[src/rtl/gol_pkg.sv]
// Shared types and constants for the Game of Life array and its peripheral blocks.
package gol_pkg;

    typedef enum logic [1:0] {
        IDLE,
        SEND,
        DONE
    } gol_readout_state_t;

    localparam int GOL_FRAME_CNT_W = 16;

    // Row-index width, kept at least one bit so a single-row array still has a port.
    function automatic int golIdxW(input int n);
        return (n > 1) ? $clog2(n) : 1;
    endfunction

endpackage

[src/rtl/gol_row_popcount.sv]
// Purely combinational ones-count of one array row (used when GOL_READOUT_POPCOUNT_EN is defined).
module gol_row_popcount #(
    parameter int WIDTH = 10
) (
    input  logic [WIDTH-1:0]            i_row,
    output logic [$clog2(WIDTH+1)-1:0]  o_count
);

    localparam int CW = $clog2(WIDTH + 1);

    always_comb begin
        o_count = '0;
        for (int c = 0; c < WIDTH; c++) begin
            o_count = o_count + CW'(i_row[c]);
        end
    end

endmodule

[src/rtl/gol_readout.sv]
// Snapshot-and-stream readout for the Game of Life array: one row per valid/ready beat.
// Optional feature macro GOL_READOUT_POPCOUNT_EN adds a live-cell count of each completed frame.
module gol_readout
    import gol_pkg::*;
#(
    parameter int WIDTH  = 10,
    parameter int HEIGHT = 10
) (
    input  logic                              clk,
    input  logic                              rst,
    input  logic [WIDTH*HEIGHT-1:0]           cells,
    input  logic                              snap,
    output logic                              busy,
    output logic                              out_valid,
    input  logic                              out_ready,
    output logic [WIDTH-1:0]                  out_row,
    output logic [golIdxW(HEIGHT)-1:0]        out_row_idx,
    output logic                              out_last,
    output logic                              done,
`ifdef GOL_READOUT_POPCOUNT_EN
    output logic [$clog2(WIDTH*HEIGHT+1)-1:0] pop_count,
`endif
    output logic [GOL_FRAME_CNT_W-1:0]        frame_cnt
);

    localparam int IDXW = golIdxW(HEIGHT);
    localparam logic [IDXW-1:0] LAST_ROW = IDXW'(HEIGHT - 1);

    gol_readout_state_t r_state, w_nextState;
    logic [WIDTH*HEIGHT-1:0] r_shadow, w_nextShadow;
    logic [IDXW-1:0] r_row, w_nextRow;
    logic r_busy, r_outValid, r_outLast, r_done;
    logic [WIDTH-1:0] r_outRow;
    logic [GOL_FRAME_CNT_W-1:0] r_frameCnt;
    logic w_accept;

    assign w_accept = r_outValid & out_ready;

    always_comb begin
        w_nextState  = r_state;
        w_nextShadow = r_shadow;
        w_nextRow    = r_row;
        case (r_state)
            IDLE: begin
                if (snap) begin
                    w_nextState  = SEND;
                    w_nextShadow = cells;
                    w_nextRow    = '0;
                end
            end
            SEND: begin
                if (w_accept) begin
                    if (r_row == LAST_ROW) begin
                        w_nextState = DONE;
                    end else begin
                        w_nextRow = r_row + IDXW'(1);
                    end
                end
            end
            DONE: begin
                w_nextState = IDLE;
                w_nextRow   = '0;
            end
            default: begin
                w_nextState = IDLE;
            end
        endcase
    end

    // Every output is computed from next-state values so nothing combinational reaches a port.
    always_ff @(posedge clk or posedge rst) begin
        if (rst) begin
            r_state    <= IDLE;
            r_shadow   <= '0;
            r_row      <= '0;
            r_busy     <= 1'b0;
            r_outValid <= 1'b0;
            r_outRow   <= '0;
            r_outLast  <= 1'b0;
            r_done     <= 1'b0;
            r_frameCnt <= '0;
        end else begin
            r_state    <= w_nextState;
            r_shadow   <= w_nextShadow;
            r_row      <= w_nextRow;
            r_busy     <= (w_nextState != IDLE);
            r_outValid <= (w_nextState == SEND);
            r_outRow   <= (w_nextState == SEND) ? w_nextShadow[int'(w_nextRow)*WIDTH +: WIDTH] : '0;
            r_outLast  <= (w_nextState == SEND) && (w_nextRow == LAST_ROW);
            r_done     <= (w_nextState == DONE);
            if (w_nextState == DONE) begin
                r_frameCnt <= r_frameCnt + GOL_FRAME_CNT_W'(1);
            end
        end
    end

    assign busy        = r_busy;
    assign out_valid   = r_outValid;
    assign out_row     = r_outRow;
    assign out_row_idx = r_row;
    assign out_last    = r_outLast;
    assign done        = r_done;
    assign frame_cnt   = r_frameCnt;

`ifdef GOL_READOUT_POPCOUNT_EN
    localparam int PCW = $clog2(WIDTH*HEIGHT + 1);
    localparam int RCW = $clog2(WIDTH + 1);

    logic [RCW-1:0] w_rowPop;
    logic [PCW-1:0] r_popAcc, r_popCount, w_popSum;

    gol_row_popcount #(.WIDTH(WIDTH)) u_rowPop (
        .i_row   (r_outRow),
        .o_count (w_rowPop)
    );

    assign w_popSum = r_popAcc + PCW'(w_rowPop);

    // The published count only moves when the last beat lands, so an aborted frame leaves it alone.
    always_ff @(posedge clk or posedge rst) begin
        if (rst) begin
            r_popAcc   <= '0;
            r_popCount <= '0;
        end else begin
            if ((r_state == IDLE) && snap) begin
                r_popAcc <= '0;
            end else if (w_accept) begin
                r_popAcc <= w_popSum;
            end
            if (w_accept && r_outLast) begin
                r_popCount <= w_popSum;
            end
        end
    end

    assign pop_count = r_popCount;
`endif

endmodule

[config.mk]
export PLATFORM = sky130hd
export DESIGN_NAME = gol_readout
export DESIGN_NICKNAME = d
export VERILOG_FILES = /design/src/rtl/gol_pkg.sv /design/src/rtl/gol_row_popcount.sv /design/src/rtl/gol_readout.sv
export SDC_FILE = /design/constraint.sdc
export NUM_CORES = 1
export LEC_CHECK = 0
export BUFFER_PORTS_ARGS = -buffer_cell sky130_fd_sc_hd__buf_2
export CELL_PAD_IN_SITES_DETAIL_PLACEMENT = 2
export CELL_PAD_IN_SITES_GLOBAL_PLACEMENT = 2
export CORE_ASPECT_RATIO = 0.75
export CORE_MARGIN = 4
export CORE_UTILIZATION = 37
export DETAILED_ROUTE_END_ITERATION = 6
export PLACE_DENSITY = 0.89
export SLEW_MARGIN = 40
export SYNTH_ARGS = -nofsm -noshare
export SYNTH_HDL_FRONTEND = slang
export SYNTH_SLANG_ARGS = --single-unit
[constraint.sdc]
create_clock -name clk -period 4.7 [get_ports clk]
set_input_delay 0.235 -clock clk [delete_from_list [all_inputs] [get_ports clk]]
set_output_delay 0.235 -clock clk [all_outputs]
set_load 0.01 [all_outputs]
==> results.cfg, run 1 <==
[run_status]
status = finished, final reports clean

[pwr]
p_per_area_nw_per_um2 = 708
power_uw = 5470
irDropWorstVdd_v = 0.000369
leakagePower_uw = 0.00365

[die]
die_x_um = 157
core_area_um2 = 16200
die-area_um2 = 18800
num_io_pins = 138
start_util_pct = 38.2
die_height_um = 120
num_rows = 40

[finish]
nNetsFinal = 677
nFillCells = 1563
antenna_cells = 0
drive_gt1_share_pct = 49.0
area_growth_pct = 25.1
multi_input_area_um2 = 2640
final_core_util_pct = 47.7
ff_latch_area_um2 = 3400

[clocking]
clk_latency_ns = 0.43
path_clk_slew_ns = 0.06
cts_max_path_buffers = 2
htreeDepth = 4
cts_root_buffer = clkbuf_16
post_cts_buffers = 0
cts_inserted_buffers = 17
tritoncts = yes
clock_sinks = 136

[grt]
grt_pass1_wl_mm = 28.7
grt_pass1_vias = 4824
antenna_found_initial = 0
grt_max_degree = 73
grt.total_usage_pct = 20.2
overflow = 0

[drt]
drtPass1Iterations = 4
drt-initial-drc-count = 154
wl_per_cell_um = 23.0
drt-vias-per-instance = 5.19
via_count = 4109
drc = 0
ant_nets = 0
wirelength_mm = 18.2

[critical_path]
timing.setup.critical_path_class = reg -> reg
crit_path_end_kind = register
cp_max_fo = 23
startpoint = out_row_idx[0]$_DFF_PP0_
crit_arrival_ns = 3.41
cp-start-kind = register
reg2reg_from = out_row_idx[0]$_DFF_PP0_
cp.required_ns = 5.01

[placed_design]
globalplace.congestion = 0.819
io_buffers = 137
dp_hpwl_mm = 13.2

[synthesis]
synthArstFlopShare_pct = 100
synth_seq_cells = 136
synth_top_cells_by_area = dfrtp_1 (55%), mux2_2 (17%), mux2i_1 (6.2%), mux4_1 (2.6%), mux2_4 (1.9%)
yosysSeqAreaShare_pct = 55.2
synthesis.instances = 430
syn_nets = 537
synthesis.area_um2 = 6170
synth_top_area_share_pct = 55.2
post-synth-top-count-cell = dfrtp_1
synth_area_leader_cell = dfrtp_1
synth_common_cells = dfrtp_1 (136), mux2_2 (94), mux2i_1 (38)
synth-main-ff-cell = dfrtp_1
syn_area_per_cell_um2 = 14.3
synth.distinct_cells = 45
synth_edf_count = 0
ys_warn_count = 0

[worst_hold_path]
holdCritPathClass = in -> reg
hp-start = cells[34]

[sta]
skew_ns = 0.00933
timing.fmax_ghz = 0.323
slew_headroom_pct = 49.4
setup_viol = 0
finalHoldViolCount = 0
tns_ns = 0
worst_slew_pin_slew_ns = 0.751
drv_slew = 0
period_minus_slack_ns = 3.10
rsz0062_at_grt = no
period_share_pct = 65.9

[run]
timing.max_cap.violations = 0
[stage by stage]
stage,area (µm²),worst slack [ns],cells,hold WS [ns]
2_1_floorplan,6170,0.826,430,0.384
3_3_place_gp,7020,1.61,758,0.368
3_5_place_dp,7070,1.55,760,0.386
4_1_cts,7690,1.42,792,0.0403
5_1_grt,7720,1.39,792,0.0494
6_report,7720,1.60,792,0.0633
[layout by cell type, fill, tap and decap left out, drive strengths merged, types with 9 or more instances in the layout]
cell,n
buf,142
mux2,103
a211o,9
and2,14
dfrtp,136
mux4,9
clkbuf,24
nor2,11
mux2i,38
nor2b,15
[cell type report]
class                      instances  area share [%]
sequential                       136            44.1
tap                              210            3.41
inverter                           5           0.308
timing repair buffer             143            9.97
multi-input combinational        267            34.2
clock inverter                     7            1.49
clock buffer                      24            6.50
[routing by layer]
layer	GRT usage, %	wire [µm]	part of all wire, %	vias up
li1	-	-	-	1828
met1	27.2	8230	45	2151
met2	32.9	8870	49	108
met3	4.29	857	4.7	22
met4	6.29	244	1.3	0
met5	0	0	0	-
[flip-flops by register name, summed over array words and instances (netlist names)]
| name | cells |
|---|---|
| out_row_idx | 4 |
| frame_cnt | 16 |
| r_shadow | 100 |
| done | 1 |
| out_valid | 1 |
| out_last | 1 |
| r_state | 2 |
| out_row | 10 |
| busy | 1 |
[power breakdown]
part | internal, µW | leakage [µW] | switching, µW
Combinational | 1070 | 0.00169 | 1090
Sequential | 1690 | 0.00165 | 222
Clock | 900 | 0.000298 | 490
[critical path, stage by stage (launching register included)]
cell      delay [ns]
dfrtp_1         0.50
ha_1            0.30
nand3b_1        0.17
a32oi_1         0.18
o21ai_4         0.48
buf_16          0.22
buf_4           0.35
mux2i_1         0.29
mux2i_1         0.15
a211o_1         0.32
[worst paths after layout]
kind	to	slack, ns	cells past startpoint
max	out_row[1]$_DFF_PP0_	1.60	9
min	r_shadow[34]$_DFF_PP0_	0.06	2
max reg2reg	out_row[1]$_DFF_PP0_	1.60	9
min reg2reg	frame_cnt[15]$_DFFE_PP0P_	0.47	1
max in group asynchronous	r_shadow[75]$_DFF_PP0_	3.19	4
min in group asynchronous	r_shadow[15]$_DFF_PP0_	0.45	3
[cell families (layout without fill, tap and decap cells)]
family / count (synthesis) / after routing / synth area share, %
and+or+nand+nor: 70 / 70 / 6.53
buffers and inverters: 27 / 179 / 2.39
AOI/OAI and AO/OA: 29 / 29 / 4.04
adders and majority gates: 3 / 3 / 0.609
DFF: 136 / 136 / 55.2
xor gates and xnor gates: 15 / 15 / 2.13
muxes: 150 / 150 / 29.1
[timing repair]
action                                 CTS  global route
endpoints found under the hold margin   71             0
hold buffers                             1             0
resized for setup                        0             0
Note: power is estimated with default switching activity, not from simulation.
==> run 2: changes to the inputs <==
--- a/config.mk
+++ b/config.mk
@@ -10,9 +10,9 @@
 export CELL_PAD_IN_SITES_GLOBAL_PLACEMENT = 2
 export CORE_ASPECT_RATIO = 0.75
 export CORE_MARGIN = 4
-export CORE_UTILIZATION = 37
+export CORE_UTILIZATION = 33
 export DETAILED_ROUTE_END_ITERATION = 6
-export PLACE_DENSITY = 0.89
+export PLACE_DENSITY = 0.84
 export SLEW_MARGIN = 40
 export SYNTH_ARGS = -nofsm -noshare
 export SYNTH_HDL_FRONTEND = slang
==> constraint.sdc (replaced) <==
create_clock -name clk -period 2.6 [get_ports clk]
set_input_delay 0.13 -clock clk [delete_from_list [all_inputs] [get_ports clk]]
set_output_delay 0.13 -clock clk [all_outputs]
set_load 0.01 [all_outputs]
==> results.cfg, run 2 (synthesized netlist as in run 1, its figures left out) <==
[run]
timing.max_cap.violations = 0

[clocking]
clk_latency_ns = 0.41
cts_root_buffer = clkbuf_16
clock_sinks = 136
cts_inserted_buffers = 17
cts_max_path_buffers = 2
tritoncts = yes
path_clk_slew_ns = 0.06
htreeDepth = 4

[drt]
drtPass1Iterations = 4
dr_wl_met2_mm = 11.5
wl_per_cell_um = 23.1
maxUsedRoutingLayer = met4
drt-initial-drc-count = 187
ant_nets = 0
wl_met1_mm = 9.64
drc = 0
met3WireLength_um = 646
drt-vias-per-instance = 4.89
via_count = 4648
wirelength_mm = 22.0

[sta]
timing.fmax_ghz = 0.390
worst_slew_pin_slew_ns = 0.514
drv_slew = 0
period_share_pct = 98.6
rsz0062_at_grt = yes
period_minus_slack_ns = 2.56
slew_headroom_pct = 65.7
finalHoldViolCount = 0
setup_viol = 0
skew_ns = 0.00740

[grt]
antenna_found_initial = 0
grt_pass1_wl_mm = 34.2
grt.total_usage_pct = 21.1
overflow = 0
grt_max_degree = 75
grt_pass1_vias = 5536

[finish]
top_register = r_shadow
layout_common_cells = buf_2 (137), dfrtp_1 (135), dlygate4sd3_1 (101), mux2_2 (94), mux2i_1 (38)
antenna_cells = 0
area_growth_pct = 46.6
final_core_util_pct = 50.3
drive_gt1_share_pct = 44.9
largest_reg_flops = 100
nNetsFinal = 803
final_common_cell = buf_2

[run_status]
status = finished, final reports clean

[die]
die_height_um = 126
core_area_um2 = 18000
num_rows = 42
num_io_pins = 138
start_util_pct = 34.3
die-area_um2 = 21000
die_x_um = 166

[placed_design]
globalplace.congestion = 0.869
dp_hpwl_mm = 13.2
io_buffers = 137

[critical_path]
cp_max_fo = 14
crit_arrival_ns = 2.85
crit_path_end_kind = register
cp-start-kind = register
timing.setup.critical_path_class = reg -> reg
cp.required_ns = 2.89

[pwr]
p_switching_uw = 3500
pwr-share-clk_pct = 23.7
leakagePower_uw = 0.00421
p_per_area_nw_per_um2 = 1150
combPwrFrac_pct = 43.5
power_uw = 10400
p_int_uw = 6890
switching_share_pct = 33.7
irDropWorstVdd_v = 0.000546
p_seq_share_pct = 32.7

[worst_hold_path]
holdCritPathClass = in -> async
## run 2: timing repair
action	4_1_cts	5_1_grt
gates resized for setup	1	10
hold endpoints to repair	234	2
hold buffers	99	2
setup buffers	3	6
pin swaps	1	2
cloned	1	0
endpoints found under the setup margin	10	10
## run 2: critical path, stage by stage, from the launching register on
cell,delay (ns)
dfrtp_2,0.43
nor2b_2,0.14
and2_4,0.23
bufbuf_16,0.32
mux2_2,0.37
mux4_1,0.49
and2_1,0.18
a211o_1,0.29
## run 2: worst paths after layout
kind,from,to,slack [ns],cells past startpoint
max in group asynchronous,rst,r_shadow[82]$_DFF_PP0_,1.81,4
min in group clk,snap,busy$_DFF_PP0_,0.20,4
min,rst,r_shadow[45]$_DFF_PP0_,0.17,3
min reg2reg,frame_cnt[15]$_DFFE_PP0P_,frame_cnt[15]$_DFFE_PP0P_,0.47,1
max,r_state[0]$_DFF_PP0_,out_row[4]$_DFF_PP0_,0.04,7
max reg2reg,r_state[0]$_DFF_PP0_,out_row[4]$_DFF_PP0_,0.04,7
## run 2: through the flow
step           setup WS (ns)  std cells  instance area (µm²)  setup TNS [ns]  hold WS (ns)
2_1_floorplan          0.119        430                 6170               0         0.279
3_3_place_gp         -0.0511        808                 7290         -0.0627        0.0353
3_5_place_dp          -0.166        808                 7290          -0.650        0.0363
4_1_cts              0.00443        943                 8940               0       0.00485
5_1_grt              -0.0610        951                 9040         -0.0838         0.157
6_report              0.0363        951                 9040               0         0.174
## run 2: power by group through the flow
stage	combinational [µW]	clock, µW	sequential (µW)
3_5_place_dp	4090	0	3420
2_1_floorplan	2710	0	3350
3_3_place_gp	3890	0	3330
4_1_cts	4360	2500	3390
5_1_grt	4860	2640	3490
6_report	4520	2470	3400
## run 2: layer usage
metal  vias to the layer above  GRT usage [%]
met3                        15           4.07
met2                       107           37.6
met5                         -              0
met1                      2432           26.8
met4                         0           5.09
li1                       2094              -
## run 2: final cells by class
type                    count  area [µm²]
inverters                   5        22.5
multi-input cells         267        2640
clock inverters            13         155
well taps                 242         303
flip-flops and latches    136        3400
repair buffers            269        2080
clock buffers              19         433
fillers                  1766        8930
==> run 3: changes to the inputs <==
--- a/config.mk
+++ b/config.mk
@@ -10,9 +10,10 @@
 export CELL_PAD_IN_SITES_GLOBAL_PLACEMENT = 2
 export CORE_ASPECT_RATIO = 0.75
 export CORE_MARGIN = 4
-export CORE_UTILIZATION = 33
+export CORE_UTILIZATION = 35
+export CTS_BUF_LIST = sky130_fd_sc_hd__clkbuf_4 sky130_fd_sc_hd__clkbuf_8
 export DETAILED_ROUTE_END_ITERATION = 6
-export PLACE_DENSITY = 0.84
+export PLACE_DENSITY = 0.88
 export SLEW_MARGIN = 40
 export SYNTH_ARGS = -nofsm -noshare
 export SYNTH_HDL_FRONTEND = slang
==> results.cfg, run 3 (synthesized netlist as in run 1, its figures left out) <==
[die]
die_height_um = 123
num_io_pins = 138
num_rows = 41
die_x_um = 161
die-area_um2 = 19800
core_area_um2 = 17000
start_util_pct = 36.2

[critical_path]
timing.setup.critical_path_class = reg -> reg
cp_cell_sequence = inv_1 -> ha_1 -> and3b_4 -> o311ai_4 -> o21ai_4 -> buf_12 -> mux4_1 -> and2_1 -> a211o_1
critPathBufInv = 2
cp_slowest_cell = mux4_1
max_stage_delay_ns = 0.50
crit_arrival_ns = 2.83
cp-start-kind = register
cp.required_ns = 2.93
cp_max_fo = 12
worst-r2r-cell-count = 9
crit_family = compound AO/OA/AOI/OAI gates
r2r-end = out_row[0]$_DFF_PP0_
crit_path_end_kind = register
ff2ff_setup_slack_ns = 0.10
reg2reg_from = out_row_idx[1]$_DFF_PP0_

[drt]
ant_nets = 0
wirelength_mm = 21.9
wl_per_cell_um = 23.3
via_count = 4627
drt-vias-per-instance = 4.92
drc = 0
drt-initial-drc-count = 180
drtPass1Iterations = 4

[worst_hold_path]
hold_path_depth = 4
hold_path_end = busy$_DFF_PP0_
hp-start = snap
holdCritPathClass = in -> reg

[clocking]
clock_sinks = 136
post_cts_buffers = 0
cts_max_path_buffers = 2
path_clk_slew_ns = 0.08
cts_root_buffer = clkbuf_8
clk_latency_ns = 0.45
tritoncts = yes
htreeDepth = 4
cts_inserted_buffers = 17

[finish]
nNetsFinal = 798
top_register = r_shadow
final_core_util_pct = 51.8
drive_gt1_share_pct = 43.8
layout_common_cells = buf_2 (137), dfrtp_1 (136), dlygate4sd3_1 (101), mux2_2 (94), mux2i_1 (38)
nFillCells = 1612
final_cell_count_no_fill = 941
largest_reg_flops = 100
area_growth_pct = 43.1
final_common_cell = buf_2

[sta]
setup_viol = 0
timing.fmax_ghz = 0.401
slew_headroom_pct = 65.4
rsz0062_at_grt = yes
skew_ns = 0.0140
drv_slew = 0
period_minus_slack_ns = 2.50
worst_slew_pin_slew_ns = 0.513
period_share_pct = 96.0
fin_hold_ws_ns = 0.134
tns_ns = 0
finalHoldViolCount = 0

[grt]
grt.total_usage_pct = 22.8
grt_pass1_vias = 5640
top_usage_layer = met2
grtUsageMet1_pct = 27.6
met2_usage_pct = 42.1
grt_pass1_wl_mm = 33.8
overflow = 0
grt_use_met3_pct = 5.46
antenna_found_initial = 2
grt_max_degree = 51

[placed_design]
dp_hpwl_mm = 13.8
globalplace.congestion = 0.842
dp_cells = 807
io_buffers = 137

[pwr]
switching_share_pct = 34.2
power_uw = 9770
p_seq_share_pct = 34.9
p_switching_uw = 3340
combPwrFrac_pct = 44.3
pwr-share-clk_pct = 20.8
leakagePower_uw = 0.00412
p_per_area_nw_per_um2 = 1110
p_int_uw = 6430
irDropWorstVdd_v = 0.000512

[run_status]
status = finished, final reports clean

[run]
timing.max_cap.violations = 0
-- run 3: per-stage QoR --
step	instance area (µm²)	setup slack [ns]
global route	8820	-0.00314
finish	8820	0.104
detailed placement	7350	0.0959
floorplan	6170	0.119
global placement	7300	0.155
CTS	8820	0.0791
-- run 3: worst max-delay path by stage --
stage	start	endpoint	slack [ns]	depth (start not counted)
floorplan	out_row_idx[0]$_DFF_PP0_	out_row[8]$_DFF_PP0_	0.12	8
global placement	out_row_idx[0]$_DFF_PP0_	out_row[1]$_DFF_PP0_	0.16	8
detailed placement	r_state[0]$_DFF_PP0_	out_row[1]$_DFF_PP0_	0.1	7
CTS	r_state[0]$_DFF_PP0_	out_row[1]$_DFF_PP0_	0.08	7
global route	out_row_idx[1]$_DFF_PP0_	out_row[6]$_DFF_PP0_	-0.003	10
finish	out_row_idx[1]$_DFF_PP0_	out_row[0]$_DFF_PP0_	0.10	9
-- run 3: area by class of cell --
cell class	count	area, µm²	area share, %
Sequential cell	136	3400	38.6
Multi-Input combinational cell	267	2620	29.6
Timing Repair Buffer	264	2030	23.0
Clock inverter	7	139	1.57
Antenna cell	2	5.00	0.0567
Inverter	5	22.5	0.255
Tap cell	236	295	3.35
Clock buffer	24	318	3.60
-- run 3: worst min-delay path: cells and delay by family --
family | cells | cell delay [ns]
buffers and inverters | 2 | 0.25
and+or+nand+nor | 2 | 0.16
-- run 3: timing repair --
| item | 4_1_cts | 5_1_grt |
|---|---|---|
| setup endpoints to repair | 0 | 4 |
| gates resized for setup | 0 | 4 |
| hold buffers | 101 | 0 |
| endpoints found under the hold margin | 142 | 0 |
-- run 3: routing by layer --
layer	share of wire, %	wire length (µm)	vias to the layer above
li1	-	-	2072
met1	42	9240	2420
met2	53	11600	118
met3	3.8	824	17
met4	1.0	226	0
met5	0	0	-
-- run 3: power by group through the flow --
stage	Combinational [µW]	Clock (µW)	Sequential [µW]
floorplan	2710	0	3350
global placement	3880	0	3340
detailed placement	4070	0	3430
CTS	4250	2070	3400
global route	4650	2190	3490
finish	4330	2040	3410
